==> src/rtl/sdram_arb_pkg.sv <==
// sdram_arbiter shared types: FSM states, op kinds, SDRAM widths
// and the registered command bundle driven toward the access core.
package sdram_arb_pkg;

    localparam int SDRAM_AW = 23;
    localparam int SDRAM_DW = 32;

    typedef enum logic [1:0] {
        IDLE,
        BUSY,
        GAP
    } arb_state_t;

    typedef enum logic {
        OP_READ,
        OP_WRITE
    } op_t;

    typedef struct packed {
        logic [SDRAM_AW-1:0] addr;
        logic [SDRAM_DW-1:0] wdata;
        logic                rd;
        logic                wr;
    } sdram_cmd_t;

endpackage

==> src/rtl/sdram_arb_if.sv <==
// sdram_arbiter bus: requester side plus SDRAM access-core side.
// master = arbiter, slave = requesters and access core.
interface sdram_arb_if
    import sdram_arb_pkg::*;
#(
    parameter int NUM_REQ = 3
);

    logic [NUM_REQ-1:0][SDRAM_AW-1:0] req_addr;
    logic [NUM_REQ-1:0]               req_read;
    logic [NUM_REQ-1:0]               req_write;
    logic [NUM_REQ-1:0][SDRAM_DW-1:0] req_wdata;
    logic [SDRAM_DW-1:0]              req_rdata;
    logic [NUM_REQ-1:0]               req_done;
    logic [NUM_REQ-1:0]               grant;
    logic [SDRAM_AW-1:0]              sdram_addr;
    logic                             sdram_read;
    logic                             sdram_write;
    logic [SDRAM_DW-1:0]              sdram_writedata;
    logic [SDRAM_DW-1:0]              sdram_readdata;
    logic                             sdram_finished;

    modport master (
        input  req_addr, req_read, req_write, req_wdata,
        input  sdram_readdata, sdram_finished,
        output req_rdata, req_done, grant,
        output sdram_addr, sdram_read, sdram_write, sdram_writedata
    );

    modport slave (
        output req_addr, req_read, req_write, req_wdata,
        output sdram_readdata, sdram_finished,
        input  req_rdata, req_done, grant,
        input  sdram_addr, sdram_read, sdram_write, sdram_writedata
    );

endinterface

==> src/rtl/sdram_arb_pick.sv <==
// Rotating one-hot picker: first pending bit at or above start,
// wrapping from N-1 back to 0.
module sdram_arb_pick
    import sdram_arb_pkg::*;
#(
    parameter int N  = 3,
    parameter int PW = 2
) (
    input  logic [N-1:0]  pending,
    input  logic [PW-1:0] start,
    output logic [N-1:0]  winner,
    output logic          valid
);

    logic [PW:0] idx;

    // scan N slots from start; the first pending slot wins
    always_comb begin
        winner = '0;
        valid  = 1'b0;
        idx    = '0;
        for (int k = 0; k < N; k++) begin
            idx = {1'b0, start} + (PW+1)'(k);
            if (idx >= (PW+1)'(N)) begin
                idx = idx - (PW+1)'(N);
            end
            if (!valid && pending[idx[PW-1:0]]) begin
                winner[idx[PW-1:0]] = 1'b1;
                valid               = 1'b1;
            end
        end
    end

endmodule

==> src/rtl/sdram_arbiter.sv <==
// Round-robin arbiter sharing one SDRAM access port between requesters.
// Define SDRAM_ARB_FIXED_PRIO_EN for fixed priority (requester 0 highest).
module sdram_arbiter
    import sdram_arb_pkg::*;
#(
    parameter int NUM_REQ    = 3,
    parameter int GAP_CYCLES = 2
) (
    input  logic        i_clk,
    input  logic        i_rst,
    sdram_arb_if.master bus
);

    localparam int PW = $clog2(NUM_REQ);

    arb_state_t          state, state_d;
    logic [NUM_REQ-1:0]  grant_q, grant_d;
    logic [NUM_REQ-1:0]  done_q, done_d;
    logic [SDRAM_DW-1:0] rdata_q, rdata_d;
    sdram_cmd_t          cmd_q, cmd_d;
    logic [3:0]          gap_q, gap_d;
    logic [NUM_REQ-1:0]  pending, pick_oh;
    logic                pick_vld, owner_live;
    logic [PW-1:0]       win_idx, start;
    op_t                 pick_op;

    assign pending    = bus.req_read | bus.req_write;
    assign owner_live = |(grant_q & pending);
    assign pick_op    = |(pick_oh & bus.req_write) ? OP_WRITE : OP_READ;

    sdram_arb_pick #(
        .N  (NUM_REQ),
        .PW (PW)
    ) u_pick (
        .pending (pending),
        .start   (start),
        .winner  (pick_oh),
        .valid   (pick_vld)
    );

    // one-hot winner to index for the address/data mux
    always_comb begin
        win_idx = '0;
        for (int i = 0; i < NUM_REQ; i++) begin
            if (pick_oh[i]) win_idx = PW'(i);
        end
    end

`ifdef SDRAM_ARB_FIXED_PRIO_EN
    assign start = '0;
`else
    logic [PW-1:0] rr_ptr;

    assign start = rr_ptr;

    // search pointer moves just past each winner
    always_ff @(posedge i_clk or posedge i_rst) begin
        if (i_rst) begin
            rr_ptr <= '0;
        end else if (state == IDLE && pick_vld) begin
            rr_ptr <= (win_idx == PW'(NUM_REQ-1)) ? '0 : win_idx + PW'(1);
        end
    end
`endif

    // next state and next registered outputs
    always_comb begin
        state_d = state;
        grant_d = grant_q;
        cmd_d   = cmd_q;
        done_d  = '0;
        rdata_d = rdata_q;
        gap_d   = gap_q;
        unique case (state)
            IDLE: begin
                if (pick_vld) begin
                    grant_d     = pick_oh;
                    cmd_d.addr  = bus.req_addr[win_idx];
                    cmd_d.wdata = bus.req_wdata[win_idx];
                    cmd_d.wr    = (pick_op == OP_WRITE);
                    cmd_d.rd    = (pick_op == OP_READ);
                    state_d     = BUSY;
                end
            end
            BUSY: begin
                if (bus.sdram_finished) begin
                    if (cmd_q.rd) rdata_d = bus.sdram_readdata;
                    done_d   = grant_q;
                    cmd_d.rd = 1'b0;
                    cmd_d.wr = 1'b0;
                    gap_d    = '0;
                    state_d  = GAP;
                end else if (!owner_live) begin
                    cmd_d.rd = 1'b0;
                    cmd_d.wr = 1'b0;
                    gap_d    = '0;
                    state_d  = GAP;
                end
            end
            GAP: begin
                if (gap_q == 4'(GAP_CYCLES - 1)) begin
                    grant_d = '0;
                    gap_d   = '0;
                    state_d = IDLE;
                end else begin
                    gap_d = gap_q + 4'd1;
                end
            end
            default: state_d = IDLE;
        endcase
    end

    // state and every output toward core and requesters are registered
    always_ff @(posedge i_clk or posedge i_rst) begin
        if (i_rst) begin
            state   <= IDLE;
            grant_q <= '0;
            done_q  <= '0;
            rdata_q <= '0;
            cmd_q   <= '0;
            gap_q   <= '0;
        end else begin
            state   <= state_d;
            grant_q <= grant_d;
            done_q  <= done_d;
            rdata_q <= rdata_d;
            cmd_q   <= cmd_d;
            gap_q   <= gap_d;
        end
    end

    assign bus.grant           = grant_q;
    assign bus.req_done        = done_q;
    assign bus.req_rdata       = rdata_q;
    assign bus.sdram_addr      = cmd_q.addr;
    assign bus.sdram_writedata = cmd_q.wdata;
    assign bus.sdram_read      = cmd_q.rd;
    assign bus.sdram_write     = cmd_q.wr;

endmodule

==> src/flat_wrapper.sv <==
// flat-port wrapper written by rule: the top's interface ports become plain ports
module sdram_arbiter_flat import sdram_arb_pkg::*;
#(
    parameter int NUM_REQ    = 3,
    parameter int GAP_CYCLES = 2
)
  (i_clk, i_rst, bus_req_addr, bus_req_read, bus_req_write, bus_req_wdata, bus_sdram_readdata, bus_sdram_finished, bus_req_rdata, bus_req_done, bus_grant, bus_sdram_addr, bus_sdram_read, bus_sdram_write, bus_sdram_writedata);
  sdram_arb_if #(.NUM_REQ(NUM_REQ)) bus_i ();
  input  logic i_clk;
  input  logic i_rst;
  input wire logic [$bits(bus_i.req_addr)-1:0] bus_req_addr;
  input wire logic [$bits(bus_i.req_read)-1:0] bus_req_read;
  input wire logic [$bits(bus_i.req_write)-1:0] bus_req_write;
  input wire logic [$bits(bus_i.req_wdata)-1:0] bus_req_wdata;
  input wire logic [$bits(bus_i.sdram_readdata)-1:0] bus_sdram_readdata;
  input wire logic [$bits(bus_i.sdram_finished)-1:0] bus_sdram_finished;
  output wire logic [$bits(bus_i.req_rdata)-1:0] bus_req_rdata;
  output wire logic [$bits(bus_i.req_done)-1:0] bus_req_done;
  output wire logic [$bits(bus_i.grant)-1:0] bus_grant;
  output wire logic [$bits(bus_i.sdram_addr)-1:0] bus_sdram_addr;
  output wire logic [$bits(bus_i.sdram_read)-1:0] bus_sdram_read;
  output wire logic [$bits(bus_i.sdram_write)-1:0] bus_sdram_write;
  output wire logic [$bits(bus_i.sdram_writedata)-1:0] bus_sdram_writedata;
  assign bus_i.req_addr = bus_req_addr;
  assign bus_i.req_read = bus_req_read;
  assign bus_i.req_write = bus_req_write;
  assign bus_i.req_wdata = bus_req_wdata;
  assign bus_i.sdram_readdata = bus_sdram_readdata;
  assign bus_i.sdram_finished = bus_sdram_finished;
  assign bus_req_rdata = bus_i.req_rdata;
  assign bus_req_done = bus_i.req_done;
  assign bus_grant = bus_i.grant;
  assign bus_sdram_addr = bus_i.sdram_addr;
  assign bus_sdram_read = bus_i.sdram_read;
  assign bus_sdram_write = bus_i.sdram_write;
  assign bus_sdram_writedata = bus_i.sdram_writedata;
  sdram_arbiter #(.NUM_REQ(NUM_REQ), .GAP_CYCLES(GAP_CYCLES)) u_core (.i_clk(i_clk), .i_rst(i_rst), .bus(bus_i));
endmodule
==> config.mk <==
export PLATFORM = sky130hd
export DESIGN_NAME = sdram_arbiter_flat
export DESIGN_NICKNAME = d
export VERILOG_FILES = /design/src/rtl/sdram_arb_pkg.sv /design/src/rtl/sdram_arb_if.sv /design/src/rtl/sdram_arb_pick.sv /design/src/rtl/sdram_arbiter.sv /design/src/flat_wrapper.sv
export SDC_FILE = /design/constraint.sdc
export NUM_CORES = 1
export LEC_CHECK = 0
export BUFFER_PORTS_ARGS = -buffer_cell sky130_fd_sc_hd__buf_2
export CORE_AREA = 2 2 116 118
export DETAILED_ROUTE_END_ITERATION = 8
export DIE_AREA = 0 0 118 120
export HOLD_SLACK_MARGIN = 0.1
export PLACE_DENSITY = 0.75
export SYNTH_ARGS = -nofsm -noshare
export SYNTH_HDL_FRONTEND = slang
export SYNTH_SLANG_ARGS = --single-unit
==> constraint.sdc <==
create_clock -name i_clk -period 3.8 [get_ports i_clk]
set_input_delay 0.19 -clock i_clk [delete_from_list [all_inputs] [get_ports i_clk]]
set_output_delay 0.19 -clock i_clk [all_outputs]
set_load 0.01 [all_outputs]
==> metrics.md <==
| Metric | Value |
|---|---|
| First-pass GRT wire length | 29100 um |
| Ranking of synthesized cells by area | dfrtp_1 (48%), a221oi_2 (8.4%), mux2_2 (6.9%), nand2_1 (4.5%), a221oi_1 (4.4%) |
| Pin count of the biggest net entering global routing | 56 |
| Synthesis Warnings | 0 |
| Critical path peak fanout | 22 |
| Number of global-route vias before repair | 5785 |
| Core region area | 0.0130 mm2 |
| Post-synth top area share | between 40% and 50% |
| RSZ-0062 raised after global routing | no |
| Syn Inst Count | 502 |
| Fmax | 334 MHz |
| Syn_area_per_cell | 10.7 um2 |
| Avg Vias per Cell | 5.30 |
| CTS buffer count | 9 |
| Total Routing Usage GR | 25.8% |
| Final worst setup slack | ~810 ps |
| Final std cells w/o fill | 1058 |
| I/O pin count | 301 |
| Multi-input gate area | between 0.002 and 0.003 mm2 |
| Number of fill cells in the layout | 1008 |
| Min-Delay Path Class | in2reg |
| Critical Path Stages | 9 |
| Die H | roughly 120 um |
| CTS root buf | clkbuf_16 |
| DRC | 0 |
| Kind of end point of the critical path | register |
| VDD IR-drop max | between 400 and 500 uV |
| Worst-Margin Slew | 699 ps |
| P_sw | 3190 uW |
| Pre-antenna DRT Iters | 5 |
| Post-synth top area cell | dfrtp_1 |
| Max-slew violation count | 0 |
| Clock transition at path regs | around 70 ps |
| CP delay by family, top | compound AO/OA/AOI/OAI gates |
| Max_cap viols | 0 |
| Library cells used by synthesis | 55 |
| Post-Route Setup TNS | 0 ps |
| Minimum clock period | ~3000 ps |
| Reg power frac | 28.1% |
| Port bufs | 300 |
| Final Util | 62.5% |
| Initial DRC Count | roughly 330 |
| Seq cells post-synth | 103 |
| Die W | between 100 and 150 um |
| Longest Clk Path Bufs | 2 |
| Register area | 0.00258 mm2 |
| Via count | ~5600 |
| Outcome | finished, final reports clean |
| R2R depth | 9 |
| Antenna violations before repair | 0 |
| Final Routed Wirelength | 18300 um |
| Ys flop type | dfrtp_1 |
| CTS Sinks | 103 |
| Cells after DPL | between 900 and 1000 |
| Row Count | 42 |
| Final period util | 78.8% |
| Cell with the largest stage delay on the worst path | a211oi_4 |
| PostCTS Resize Cnt | 0 |
| CTS tree | built |
| Antenna diodes | 0 |
| Hold Violations, Final | 0 |
| Startpoint Class | register |
| Setup-failing EPs final | 0 |
| Post-layout nets | 1092 |
| Dpl hpwl | 12000 um |
| Crit path buf inv count | 2 |
| Asr flop ratio synth | 100% |
| Internal power | 3740 uW |
| Area delta synth->final | 51.7% |
| CTS H-tree lvls | 3 |
| Clk_lat worst skew | approximately 340 ps |
| GRT overflow | 0 |
| Routed len/inst | approximately 17 um |
| Slowest stage delay, CP | approximately 450 ps |
| Synth Cell Area | about 0.0053 mm2 |
| Critical Path RT | 4050 ps |
| Die area | 0.0142 mm2 |
| Worst Hold Depth | 3 |
| Pwr Density | 854 mW/mm2 |
| ANT nets after route | 0 |
| Arr. time, crit path | 3250 ps |
| Post-CTS Setup Inserts | 0 |
| Slew HR | 53.4% |
| Leakage dissipation | 0.00385 uW |
| Clk_skew | roughly 8 ps |
| Comb power frac | 59.3% |
| CP Class | reg2reg |
| Initial Util | approximately two fifths |
| Pre-CTS setup slack | 880 ps |
| Clock share of power | 12.6% |
| Number of flops mapped to enable cells by yosys | 0 |
| Switching share of total power | 46.1% |
| Sequential element share of the synthesized area | 48.2% |
| Layout cells sized above 1 | 47.6% |
| CP Cell Sequence | inv_1 > ha_1 > nor3_2 > a211oi_2 > nor4b_1 > a211oi_4 > buf_4 > a221oi_1 > a21oi_1 |
| Post-synth net total | between 700 and 800 |
| Placer Congestion | 0.885 |
-- Yosys cell counts, types with 10 or more instances --
master	instances
a21oi_1	47
a21oi_2	10
a221oi_1	27
a221oi_2	30
buf_4	13
dfrtp_1	103
mux2_2	33
nand2_1	64
nor2_1	62
o21ai_0	13
-- metal layers --
layer,global-route usage [%],part of all wire [%],vias up
li1,-,-,2589
met1,30.3,39,2624
met2,44.4,49,337
met3,5.94,8.8,53
met4,12.7,3.4,0
met5,0,0,-
-- per-stage QoR --
| step | power (uW) | area, um2 | hold slack [ps] |
|---|---|---|---|
| 6_report | 6930 | 8110 | 123 |
| 5_1_grt | 7440 | 8110 | 137 |
| 4_1_cts | 6900 | 8110 | 102 |
| 3_5_place_dp | 5940 | 6970 | 413 |
| 3_3_place_gp | 5880 | 6970 | 406 |
| 2_1_floorplan | 4760 | 5350 | 319 |
-- power by group through the flow --
stage               clock [uW]  sequential, uW  combinational [uW]
floorplan                    0            2170                2590
global route               946            2000                4490
finish                     870            1950                4110
CTS                        894            1920                4080
detailed placement           0            1930                4010
global placement             0            1920                3960
-- tightest hold or removal path: cells and delay by family --
| family | cells | cell delay, ps |
|---|---|---|
| and+or+nand+nor | 1 | 70 |
| buffers and inverters | 1 | 100 |
| AOI/OAI and AO/OA | 1 | 70 |
-- flip-flops by register name, indices dropped and copies added (netlist names) --
signal                      count
u_core.bus.grant                3
u_core.bus.req_done             3
u_core.bus.req_rdata           32
u_core.bus.sdram_addr          23
u_core.bus.sdram_read           1
u_core.bus.sdram_write          1
u_core.bus.sdram_writedata     32
u_core.gap_q                    4
u_core.rr_ptr                   2
u_core.state                    2
-- cell usage in the layout (no fill, tap or decap), drive strengths merged, types with 10 or more instances in the layout --
master / Yosys / routed
buf: 26 / 313
dfrtp: 103 / 103
dlygate4sd3: 0 / 87
a221oi: 57 / 57
a21oi: 57 / 57
mux2: 33 / 33
inv: 9 / 10
nand2: 64 / 64
nor2: 64 / 64
o21ai: 17 / 17
-- cell families (layout without fill, tap and decap cells) --
group	after synthesis	count (layout)	share of synthesized area, %
DFF	103	103	48.2
muxes	35	35	7.32
buffers and inverters	45	425	4.87
AOI/OAI and AO/OA	153	153	24.3
and+or+nand+nor	157	157	13.2
adders and majority gates	9	9	2.11
-- worst paths after layout --
path,slack [ps],startpoint,to
min in group asynchronous,570,i_rst,u_core.bus.req_rdata[6]
worst max register to register,810,u_core.rr_ptr[1],u_core.bus.sdram_writedata[27]
worst min register to register,500,u_core.bus.req_rdata[26],u_core.bus.req_rdata[26]
max in group asynchronous,2720,i_rst,u_core.rr_ptr[0]
worst min-delay path,120,bus_req_wdata[37],u_core.bus.sdram_writedata[5]
worst max-delay path,810,u_core.rr_ptr[1],u_core.bus.sdram_writedata[27]
-- final cells by class --
| class | instances | area share [%] |
|---|---|---|
| clock buffer | 9 | 2.78 |
| clock inverter | 7 | 0.586 |
| sequential | 103 | 31.8 |
| multi-input combinational | 354 | 31.3 |
| inverter | 9 | 0.447 |
| timing repair buffer | 400 | 30.4 |
| tap | 176 | 2.71 |
-- timing repair --
action | 4_1_cts | 5_1_grt
setup endpoints to repair | 0 | 0
hold endpoints to repair | 189 | 0
hold buffers | 87 | 0
Power figures use the tool's default switching activity.
